===== src/rtl/register_readback_uart.sv =====
// register_readback_uart
// Read-reply path for the UART register interface. A request latches an
// address, reads one word from the register block, then sends the reply
// frame (response code, address, value bytes MSB-first) over an 8N1 UART.
module register_readback_uart #(
    parameter int                    WORD_WIDTH   = 8,
    parameter int                    VALUE_WORDS  = 4,
    parameter int                    DIVISOR      = 8,
    parameter int                    READ_LATENCY = 1,
    parameter logic [WORD_WIDTH-1:0] RESP_CODE    = 'h81
) (
    input  logic                              clk,
    input  logic                              i_reset,
    input  logic                              i_req,
    input  logic [WORD_WIDTH-1:0]             i_addr,
    output logic                              o_ready,
    output logic                              o_r_en,
    output logic [WORD_WIDTH-1:0]             o_r_addr,
    input  logic [WORD_WIDTH*VALUE_WORDS-1:0] i_r_value,
    output logic                              o_tx,
    output logic                              o_busy,
    output logic                              o_done
);

    localparam int NBYTES  = 2 + VALUE_WORDS;
    localparam int FRAME_W = NBYTES * WORD_WIDTH;
    localparam int DIV_W   = $clog2(DIVISOR);
    localparam int BIT_W   = $clog2(WORD_WIDTH + 2);
    localparam int BYTE_W  = $clog2(NBYTES);
    localparam int LAT_W   = (READ_LATENCY > 1) ? $clog2(READ_LATENCY) : 1;

    localparam logic [DIV_W-1:0]  DIV_LAST  = DIV_W'(DIVISOR - 1);
    localparam logic [BIT_W-1:0]  BIT_STOP  = BIT_W'(WORD_WIDTH + 1);
    localparam logic [BYTE_W-1:0] BYTE_LAST = BYTE_W'(NBYTES - 1);
    localparam logic [LAT_W-1:0]  LAT_LAST  = LAT_W'(READ_LATENCY - 1);

    typedef enum logic [1:0] {
        IDLE = 2'd0,
        READ = 2'd1,
        LOAD = 2'd2,
        SEND = 2'd3
    } state_t;

    state_t                  state_q, state_d;
    logic [WORD_WIDTH-1:0]   addr_q, addr_d;
    logic                    ren_q, ren_d;
    logic                    done_q, done_d;
    logic                    tx_q, tx_d;
    logic [LAT_W-1:0]        lat_q, lat_d;
    logic [DIV_W-1:0]        div_q, div_d;
    logic [BIT_W-1:0]        bit_q, bit_d;
    logic [BYTE_W-1:0]       byte_q, byte_d;
    // Frame is stored so that bit 0 is always the next data bit on the wire:
    // the first byte sits in the low bits and the whole vector shifts right.
    logic [FRAME_W-1:0]      frame_q, frame_d;
    logic [FRAME_W-1:0]      load_v;

    assign o_ready  = (state_q == IDLE);
    assign o_busy   = (state_q != IDLE);
    assign o_r_en   = ren_q;
    assign o_r_addr = addr_q;
    assign o_tx     = tx_q;
    assign o_done   = done_q;

    // Reorder the captured word into wire order: code, address, value MSB byte first.
    always_comb begin
        load_v = '0;
        load_v[WORD_WIDTH-1:0]            = RESP_CODE;
        load_v[2*WORD_WIDTH-1:WORD_WIDTH] = addr_q;
        for (int k = 0; k < VALUE_WORDS; k++) begin
            load_v[(2+k)*WORD_WIDTH +: WORD_WIDTH] =
                i_r_value[(VALUE_WORDS-1-k)*WORD_WIDTH +: WORD_WIDTH];
        end
    end

    // Next-state, counters and serializer; tx is registered so the pin never glitches.
    always_comb begin
        state_d = state_q;
        addr_d  = addr_q;
        ren_d   = 1'b0;
        done_d  = 1'b0;
        tx_d    = 1'b1;
        lat_d   = lat_q;
        div_d   = div_q;
        bit_d   = bit_q;
        byte_d  = byte_q;
        frame_d = frame_q;
        case (state_q)
            IDLE: begin
                if (i_req) begin
                    state_d = READ;
                    addr_d  = i_addr;
                    ren_d   = 1'b1;
                    lat_d   = '0;
                end
            end
            READ: begin
                // READ lasts READ_LATENCY cycles so data is valid during LOAD.
                if (lat_q == LAT_LAST) begin
                    state_d = LOAD;
                end else begin
                    lat_d = lat_q + 1'b1;
                end
            end
            LOAD: begin
                frame_d = load_v;
                div_d   = '0;
                bit_d   = '0;
                byte_d  = '0;
                state_d = SEND;
            end
            SEND: begin
                if (bit_q == '0) begin
                    tx_d = 1'b0;
                end else if (bit_q == BIT_STOP) begin
                    tx_d = 1'b1;
                end else begin
                    tx_d = frame_q[0];
                end
                if (div_q == DIV_LAST) begin
                    div_d = '0;
                    if (bit_q == BIT_STOP) begin
                        bit_d = '0;
                        if (byte_q == BYTE_LAST) begin
                            state_d = IDLE;
                            done_d  = 1'b1;
                        end else begin
                            byte_d = byte_q + 1'b1;
                        end
                    end else begin
                        if (bit_q != '0) begin
                            frame_d = {1'b0, frame_q[FRAME_W-1:1]};
                        end
                        bit_d = bit_q + 1'b1;
                    end
                end else begin
                    div_d = div_q + 1'b1;
                end
            end
            default: state_d = IDLE;
        endcase
    end

    // State and datapath registers; reset aborts any frame and parks tx high.
    always_ff @(posedge clk or negedge i_reset) begin
        if (!i_reset) begin
            state_q <= IDLE;
            addr_q  <= '0;
            ren_q   <= 1'b0;
            done_q  <= 1'b0;
            tx_q    <= 1'b1;
            lat_q   <= '0;
            div_q   <= '0;
            bit_q   <= '0;
            byte_q  <= '0;
            frame_q <= '0;
        end else begin
            state_q <= state_d;
            addr_q  <= addr_d;
            ren_q   <= ren_d;
            done_q  <= done_d;
            tx_q    <= tx_d;
            lat_q   <= lat_d;
            div_q   <= div_d;
            bit_q   <= bit_d;
            byte_q  <= byte_d;
            frame_q <= frame_d;
        end
    end

endmodule


===== config.mk =====
export PLATFORM = sky130hd
export DESIGN_NAME = register_readback_uart
export DESIGN_NICKNAME = d
export VERILOG_FILES = /design/src/rtl/register_readback_uart.sv
export SDC_FILE = /design/constraint.sdc
export NUM_CORES = 1
export LEC_CHECK = 0
export CORE_MARGIN = 2
export CORE_UTILIZATION = 48
export CTS_CLUSTER_DIAMETER = 60
export DETAILED_ROUTE_END_ITERATION = 8
export HOLD_SLACK_MARGIN = 0.05
export PLACE_DENSITY = 0.76
export SLEW_MARGIN = 20
export SYNTH_ARGS = -nofsm -noshare
export SYNTH_HDL_FRONTEND = slang
export SYNTH_SLANG_ARGS = --single-unit
export TNS_END_PERCENT = 30

===== constraint.sdc =====
create_clock -name clk -period 1.7 [get_ports clk]
set_input_delay 0.34 -clock clk [delete_from_list [all_inputs] [get_ports clk]]
set_output_delay 0.34 -clock clk [all_outputs]
set_load 0.01 [all_outputs]

* Yosys cells after proc, flatten, opt, wreduce, memory -nomap -nowiden *
Index checks and enable logic that the tools add are counted.

word-level totals
  bits of input ports = 43
  word-level logic and storage cells = 71
  output and inout port bits = 13
  flip-flop bits (word level) = 72

operators by class
  reduce and logical (&&, ||, !) cells = 12
  mux-type cells = 31
  $add $sub $neg = 4
  equal/unequal tests = 14

operators by type and width
  operator                                                                count
  48-bit 2-to-1 mux                                                       3
  48-bit case mux with 2 select lines                                     1
  2-bit inequality test (second input constant)                           8
  3-bit 2-to-1 mux                                                        4
  3-bit case mux with 2 select lines                                      2
  1-bit 2-to-1 mux                                                        11
  2-bit 2-to-1 mux                                                        5
  4-bit 2-to-1 mux                                                        2
  2-bit case mux with 4 select lines                                      1
  4-bit case mux with 2 select lines                                      1
  4-bit AND reduction                                                     2
  3-bit by 1-bit adder with 3-bit output (second input constant)          2
  3-bit equality test (second input constant)                             2
  2-bit AND reduction                                                     3
  2-bit nonzero test                                                      3
  5-bit AND reduction                                                     1
  4-bit by 1-bit adder with 4-bit output (second input constant)          1
  2-bit equality test (second input constant)                             2
  4-bit equality test (second input constant)                             1
  4-bit zero test                                                         1
  4-bit nonzero test                                                      1
  2-bit by 1-bit equality test with 1-bit output (second input constant)  1
  2-bit zero test                                                         1
  1-bit case mux with 2 select lines                                      1
  1-bit adder (second input constant)                                     1

* Logic depth before layout (Yosys ltp) *
Gate-level depths: netlist of run 1.

  depth in word-level cells = 5
  mapped depth = 8
  depth with buffers taken out = 6

* Worst setup path before layout of run 1 *
Ideal clock, no wire load.

  path kind = reg-to-reg
  from = register div_q[0]
  to = register frame_q[15]
  data arrival time = 1.608 ns
  library setup time = 0.133 ns
  stages on the path, launching flop included = 8
  buffers on the path = 1
  period minus slack after synthesis = 1.741 ns
  required time = 1.567 ns
  slack = -0.041 ns
  path through = dfrtp_1 ha_1 ha_1 nand2_2 o21bai_4 and2_4 clkbuf_1 a21oi_1

on the way
  cells in the longest elaborated chain, start to end = 3

RTL lines
  what                                    RTL line  text
  from (decl)                             50        logic [DIV_W-1:0] div_q, div_d;
  from (signal assigned)                  164       div_q <= div_d;
  3-bit equality test                     120       if (div_q == DIV_LAST) begin
  2-bit inequality test (no source line)  n/a
  4-bit AND reduction (no source line)    n/a
  to (signal assigned)                    167       frame_q <= frame_d;
  to (decl)                               55        logic [FRAME_W-1:0] frame_q, frame_d;

Every way passes these cells.
A chain may end at the register's enable or synchronous reset.

* Worst setup path in the final report of run 1 *
  from = register bit_q[0]
  to = register frame_q[1]

on the way
  cells in the longest elaborated chain, start to end = 3
  elaborated cells on any way between the ends = 5
  those cells by class = eq/ne (3); reduce/logical (2)

RTL lines
  what                                                              RTL line  text
  from (decl)                                                       51        logic [BIT_W-1:0] bit_q, bit_d;
  from (signal assigned)                                            165       bit_q <= bit_d;
  4-bit equality test / 4-bit nonzero test (equally long branches)  122, 131
  2-bit inequality test (no source line)                            n/a
  4-bit AND reduction (no source line) (*)                          n/a

Every way passes the cells marked *; elsewhere a longest branch is shown, timed or not.

==> flow_summary.json, run 1 <==
{
  "status": "finished, violations left",
  "violations": "setup timing",
  "setup.worst_path.start": "bit_q[0]",
  "netlist_top_cells_area": "dfrtp_1 (53%), o22ai_1 (7.4%), inv_1 (5.8%)",
  "path_cells": "inv_1, ha_2, mux2i_2, o21bai_4, nand2_2, buf_4, a31o_2",
  "syn_area_per_cell_um2": 10.73,
  "grt_pass1_vias": 2570,
  "start_kind": "flip-flop",
  "regToRegSetupSlack_ns": -0.006,
  "power_frac_clock_pct": 41.2,
  "clockBufferDepth": 2,
  "fillers": 508,
  "required_ns": 1.94,
  "cts_htree_levels": 3,
  "tns_ns": -0.006332,
  "post-route-cell-area_mm2": 0.004508,
  "use_met1_pct": 24.62,
  "cts_tree": "built",
  "vias": 2500,
  "max_clock_freq_mhz": 586.1,
  "worst_slack_ns": -0.006332,
  "die_h_um": 86.85,
  "power_frac_seq_pct": 52.8,
  "gp_congestion": 0.8754,
  "grt_max_degree": 72,
  "met2_usage_pct": 32.27,
  "power_density_mw_per_mm2": 734.4,
  "drcViolationCount": 0,
  "die-area_mm2": 0.007542,
  "hp-start": "frame_q[4]",
  "yosysWarningCount": 0,
  "timing.final.crit_period_ns": 1.706,
  "reg2reg_to": "frame_q[1]",
  "hold_path.class": "flip-flop to flip-flop",
  "synth_most_common_cell": "dfrtp_1",
  "fin_nets": 444,
  "rsz0062_at_grt": "true",
  "worst_setup_path_end_kind": "flip-flop",
  "dr.pass1.iters": 4,
  "grt_util_met3_pct": 4.190,
  "grt_pass1_wl_um": 11410,
  "r2r-start": "bit_q[0]",
  "drv_cap": 0,
  "cts_root_buffer": "clkbuf_8",
  "holdPathEnd": "frame_q[3]",
  "max_stage_delay_ns": 0.42,
  "finalCritPeriodShare_pct": 100.4,
  "path_max_fanout": 6,
  "clock_latency_ns": 0.35,
  "switching_share_pct": 22.87,
  "grt_usage_pct": 19.45,
  "placed_cells": 447,
  "clock_skew_ns": 0.004493,
  "die_w_um": 86.85,
  "cts_buffers": 9,
  "instances_no_fill": 474,
  "synth_cells": 307,
  "clkTransAtPathRegs_ns": 0.08,
  "hold_viol": 0,
  "tightest_slew_ns": 0.3764,
  "wl_per_cell_um": 14.97,
  "ys_ff_latch": 71,
  "dpl_worst_slack_ns": -0.009597,
  "syn_to_final_growth_pct": 36.84,
  "yosys-top-cells-count": "dfrtp_1 (70), inv_1 (51), o22ai_1 (39)",
  "yosys.area.top_type": "dfrtp_1",
  "io_buffers": 55,
  "synth_enable_flop_cells": 0,
  "syn_nets": 362,
  "drt_iter0_drc": 122,
  "start_util_pct": 49.03,
  "core.rowCount": 30,
  "antenna_found_initial": 0,
  "relSlewSlack_pct": 74.91,
  "p_int_uw": 2554,
  "busiest_layer": "met2",
  "p_switching_uw": 757.3,
  "r2r.worst_path.cells": 7,
  "wirelength_um": 7096,
  "core_area_mm2": 0.006719,
  "synth_async_sr_flop_share_pct": 100.0,
  "dp_hpwl_um": 4537,
  "setup_viol_count_final": 1,
  "syn_area_mm2": 0.003294,
  "post_drt_via_cell_ratio": 5.274,
  "path_class": "flip-flop to flip-flop",
  "ys.flop_type": "dfrtp_1",
  "ir_drop_uv": 423.2,
  "n_antenna_cell": 0,
  "hold_depth": 1,
  "yosysSeqAreaShare_pct": 53.97,
  "crit_arrival_ns": 1.95,
  "drive_above_1_share_pct": 25.13,
  "ios": 56,
  "ant_nets": 0,
  "ys_types": 38,
  "place_area_mm2": 0.004093,
  "cts_sinks": 71,
  "slowest_stage": "dfrtp_1",
  "slew_violations": 0,
  "p_leak_uw": 0.002102,
  "power_frac_comb_pct": 6.0,
  "grt_overflow_total": 0,
  "netlist.area_leader.share_pct": 53.17
}
-- power by group through the flow --
stage,Combinational (uW),Sequential [uW],Clock (uW)
after floorplan,53.9,1780,0
after global placement,196,1780,0
after detailed placement,199,1780,0
after CTS,202,1750,1370
after global routing,224,1750,1460
final,199,1750,1360
-- area by class of cell --
type                            instances  area [um^2]  share of cell area [%]
Timing Repair Buffer                   89        938.4                   20.82
Clock inverter                          6        60.06                   1.332
Tap cell                               80        100.1                   2.220
Sequential cell                        71         1778                   39.44
Multi-Input combinational cell        167         1303                   28.89
Clock buffer                           10        137.6                   3.053
Inverter                               51        191.4                   4.246
-- routing by layer --
metal,routed length (um),part of all wire (%),vias to the layer above
met2,3595,51,47
li1,-,-,1225
met5,0,0,-
met3,238,3.4,11
met4,126,1.8,0
met1,3137,44,1217
-- state kept, by name, indices dropped and copies added, names as in the netlist --
signal    cells
bit_q         4
byte_q        3
div_q         3
frame_q      48
o_done        1
o_r_addr      8
o_r_en        1
o_tx          1
state_q       2
-- how the worst max path moves through the flow --
stage | to | slack, ns | cells past startpoint
6_report | frame_q[1] | -0.006 | 7
5_1_grt | byte_q[0] | -0.09 | 6
4_1_cts | frame_q[4] | -0.03 | 7
3_5_place_dp | byte_q[0] | -0.01 | 6
3_3_place_gp | byte_q[0] | 0.05 | 5
2_1_floorplan | byte_q[0] | 0.03 | 7
-- per-stage QoR --
| step | total power [uW] | utilization, % | hold slack, ns |
|---|---|---|---|
| 2_1_floorplan | 1829 | - | 0.04441 |
| 3_3_place_gp | 1975 | 60.91 | 0.3979 |
| 3_5_place_dp | 1980 | 60.91 | 0.3956 |
| 4_1_cts | 3320 | 64.26 | 0.5062 |
| 5_1_grt | 3436 | 67.10 | 0.5206 |
| 6_report | 3311 | 67.10 | 0.5057 |
-- what timing repair did --
action,4_1_cts,5_1_grt
cloned,0,3
setup endpoints to repair,10,41
buffers inserted,2,5
gates resized for setup,7,16
endpoints found under the hold margin,70,0
hold buffers,1,0
pin swaps,0,6
-- logic make-up after synthesis --
kind of cell,Yosys count,synth area share (%)
AND/OR/NAND/NOR,38,6.267
AO/OA/AOI/OAI,102,21.23
buffers and inverters,69,8.849
adder cells (fa/ha/maj),12,4.557
flip-flops,71,53.97
multiplexers,15,5.127
-- worst max-delay path, delay by kind of cell (launching register included) --
kind	cells	cell delay, ns
AOI/OAI and AO/OA	2	0.50
adders and majority gates	1	0.19
buffers and inverters	2	0.25
DFF	1	0.42
muxes	1	0.09
and+or+nand+nor	1	0.13
-- cells in the final DEF, fill, tap and decap left out, types with 2 or more instances in the layout --
| cell type | n |
|---|---|
| o22ai_1 | 37 |
| inv_1 | 48 |
| buf_12 | 6 |
| mux2i_1 | 2 |
| o31ai_1 | 2 |
| a22o_1 | 2 |
| nand2_1 | 8 |
| nand2_2 | 2 |
| mux2_2 | 10 |
| inv_2 | 3 |
| clkbuf_8 | 10 |
| clkdlybuf4s50_1 | 51 |
| o22ai_2 | 2 |
| buf_4 | 22 |
| nand2b_1 | 3 |
| dlygate4sd2_1 | 3 |
| o21ai_0 | 5 |
| ha_1 | 6 |
| dfrtp_1 | 70 |
| nand3_1 | 4 |
| and3_1 | 7 |
| a21oi_1 | 32 |
| a31o_2 | 5 |
| nor3_1 | 2 |
| a21oi_2 | 10 |
| ha_4 | 4 |
| ha_2 | 2 |
| clkinvlp_4 | 2 |
| nor2_1 | 5 |
| clkinv_2 | 3 |
| clkbuf_16 | 3 |
No activity file was read; power rests on OpenSTA's default activity.
==> inputs of run 2 (changes only) <==
--- a/config.mk
+++ b/config.mk
@@ -5,12 +5,13 @@
 export SDC_FILE = /design/constraint.sdc
 export NUM_CORES = 1
 export LEC_CHECK = 0
+export ABC_AREA = 1
 export CORE_MARGIN = 2
-export CORE_UTILIZATION = 48
+export CORE_UTILIZATION = 49
 export CTS_CLUSTER_DIAMETER = 60
 export DETAILED_ROUTE_END_ITERATION = 8
 export HOLD_SLACK_MARGIN = 0.05
-export PLACE_DENSITY = 0.76
+export PLACE_DENSITY = 0.77
 export SLEW_MARGIN = 20
 export SYNTH_ARGS = -nofsm -noshare
 export SYNTH_HDL_FRONTEND = slang
==> flow_summary.json, run 2 <==
{
  "status": "completed",
  "grt_usage_pct": 19.83,
  "cts_htree_levels": 3,
  "netlist_top_cells_area": "dfrtp_1 (49%), nand2_1 (33%), ha_1 (4.2%)",
  "yosys-top-cells-count": "nand2_1 (316), dfrtp_1 (70), inv_1 (18)",
  "place_area_mm2": 0.004284,
  "antenna_found_initial": 0,
  "dp_hpwl_um": 5090,
  "worst_setup_path_end_kind": "output pin",
  "grt_max_degree": 48,
  "relSlewSlack_pct": 63.49,
  "layout_common_cells": "nand2_1 (316), dfrtp_1 (70), clkdlybuf4s50_1 (51), inv_1 (17)",
  "cts_buffers": 9,
  "wl_per_cell_um": 11.52,
  "clock_latency_ns": 0.35,
  "max_stage_delay_ns": 0.41,
  "yosys.area.top_type": "dfrtp_1",
  "dr.pass1.iters": 4,
  "netlist.area_leader.share_pct": 48.54,
  "tightest_slew_ns": 0.5476,
  "ant_nets": 0,
  "syn_area_mm2": 0.003608,
  "gp_congestion": 0.7911,
  "path_delay_family": "flip-flops",
  "max_clock_freq_mhz": 612.7,
  "power_frac_clock_pct": 21.6,
  "yosysSeqAreaShare_pct": 49.27,
  "power_frac_seq_pct": 36.5,
  "syn_area_per_cell_um2": 7.440,
  "ios": 56,
  "cts_root_buffer": "clkbuf_8",
  "synth_async_sr_flop_share_pct": 100.0,
  "core.rowCount": 31,
  "fillers": 615,
  "tns_ns": 0,
  "start_kind": "flip-flop",
  "grt_overflow_total": 0,
  "fin_nets": 600,
  "cts_tree": "built",
  "syn_nets": 540,
  "power_frac_comb_pct": 41.8,
  "synth_enable_flop_cells": 0,
  "switching_share_pct": 38.11,
  "clkTransAtPathRegs_ns": 0.07,
  "slew_violations": 0,
  "grt_pass1_wl_um": 13300,
  "drive_above_1_share_pct": 8.727,
  "syn_to_final_growth_pct": 26.77,
  "setup_viol_count_final": 0,
  "rsz0062_at_grt": "false",
  "drt_iter0_drc": 143,
  "ys_types": 24,
  "ys_ff_latch": 71,
  "synth_cells": 485,
  "largest_reg_flops": 48,
  "start_util_pct": 50.29,
  "ir_drop_uv": 1022,
  "power_density_mw_per_mm2": 1671,
  "hold_viol": 0,
  "p_int_uw": 4730,
  "crit_arrival_ns": 1.29,
  "p_leak_uw": 0.002499,
  "required_ns": 1.36,
  "core_area_mm2": 0.007176,
  "clock_skew_ns": 0.006909,
  "clockBufferDepth": 2,
  "path_cells": "inv_2, ha_4, dlygate4sd2_1",
  "die_h_um": 89.82,
  "slowest_stage": "dfrtp_1",
  "path_class": "flip-flop to output pin",
  "synth_most_common_cell": "nand2_1",
  "die_w_um": 89.82,
  "post_drt_via_cell_ratio": 4.724,
  "vias": 3066,
  "drcViolationCount": 0,
  "n_antenna_cell": 0,
  "ys.flop_type": "dfrtp_1",
  "drv_cap": 0,
  "post-route-cell-area_mm2": 0.004574,
  "p_switching_uw": 2913,
  "yosysWarningCount": 0,
  "final_common_cell": "nand2_1",
  "wirelength_um": 7475,
  "hold_path.class": "flip-flop to flip-flop",
  "timing.final.crit_period_ns": 1.632,
  "path_max_fanout": 3,
  "io_buffers": 55,
  "die-area_mm2": 0.008067,
  "grt_pass1_vias": 3050,
  "largest_register": "frame_q",
  "cts_sinks": 71,
  "critPathBufInv": 2,
  "finalCritPeriodShare_pct": 96.01
}
-- run 2: cell count changes in the layout (fill, tap and decap cells not counted), sizes merged, moves of 9 or more --
cell / change
o22ai: -38
buf: -16
nand4: +9
nand2: +309
mux2: -12
inv: -29
a21oi: -41
-- run 2: repair_timing --
action	CTS	global route
gates resized for setup	7	1
pin swaps	0	0
buffers inserted	2	0
setup endpoints to repair	3	1
endpoints found under the hold margin	18	0
hold buffers	1	0
-- run 2: area by class of cell --
class / count / area [um^2] / area share [%]
Inverter: 23 / 88.84 / 1.942
Multi-Input combinational cell: 370 / 1618 / 35.37
Clock buffer: 10 / 137.6 / 3.009
Timing Repair Buffer: 70 / 720.7 / 15.75
Tap cell: 99 / 123.9 / 2.708
Sequential cell: 71 / 1778 / 38.87
Clock inverter: 6 / 107.6 / 2.352
-- run 2: path summary, 6_finish.rpt --
kind                             start           to  slack [ns]  cells past startpoint
min reg2reg                frame_q[31]  frame_q[31]        0.48                      2
max reg2reg                 state_q[0]  frame_q[22]        0.07                      9
max in group asynchronous      i_reset   frame_q[6]        0.66                      3
min                        frame_q[31]  frame_q[31]        0.48                      2
max                         state_q[0]      o_ready        0.07                      3
min in group asynchronous      i_reset    byte_q[0]        0.51                      2
-- run 2: worst min-delay path: stages, from the launching register on --
cell	delay [ns]
dfrtp_1	0.34
nand2_1	0.05
nand2_1	0.06
-- run 2: per-layer routing --
layer | wire length [um] | share of wire, % | global-route usage (%)
met1 | 3447 | 46 | 25.24
met2 | 3600 | 48 | 33.02
met3 | 298 | 4.0 | 4.191
met4 | 129 | 1.7 | 8.462
met5 | 0 | 0 | 0
-- run 2: logic make-up after synthesis --
kind of cell / after synthesis / synth area share, %
AOI/OAI and AO/OA: 9 / 1.491
xor gates and xnor gates: 1 / 0.2428
adders and majority gates: 12 / 4.161
buffers and inverters: 44 / 6.588
DFF: 71 / 49.27
and+or+nand+nor: 348 / 38.25
-- run 2: per-stage QoR --
step / worst slack (ns) / hold WS (ns) / instances / total power [uW] / util [%]
floorplan: 0.1841 / 0.04441 / 485 / 4966 / -
global placement: 0.08561 / 0.3493 / 630 / 5813 / 59.70
detailed placement: 0.01399 / 0.3594 / 630 / 5951 / 59.70
CTS: 0.01983 / 0.4819 / 649 / 7684 / 63.73
global route: 0.0005755 / 0.5028 / 649 / 8276 / 63.75
finish: 0.06785 / 0.4828 / 649 / 7642 / 63.75
-- run 2: power by group through the flow --
| stage | clock network, uW | registers [uW] | logic (uW) |
|---|---|---|---|
| after global placement | 0 | 2780 | 3030 |
| after detailed placement | 0 | 2830 | 3130 |
| final | 1650 | 2790 | 3200 |
| after floorplan | 0 | 2780 | 2190 |
| after global routing | 1740 | 2870 | 3660 |
| after CTS | 1670 | 2790 | 3220 |
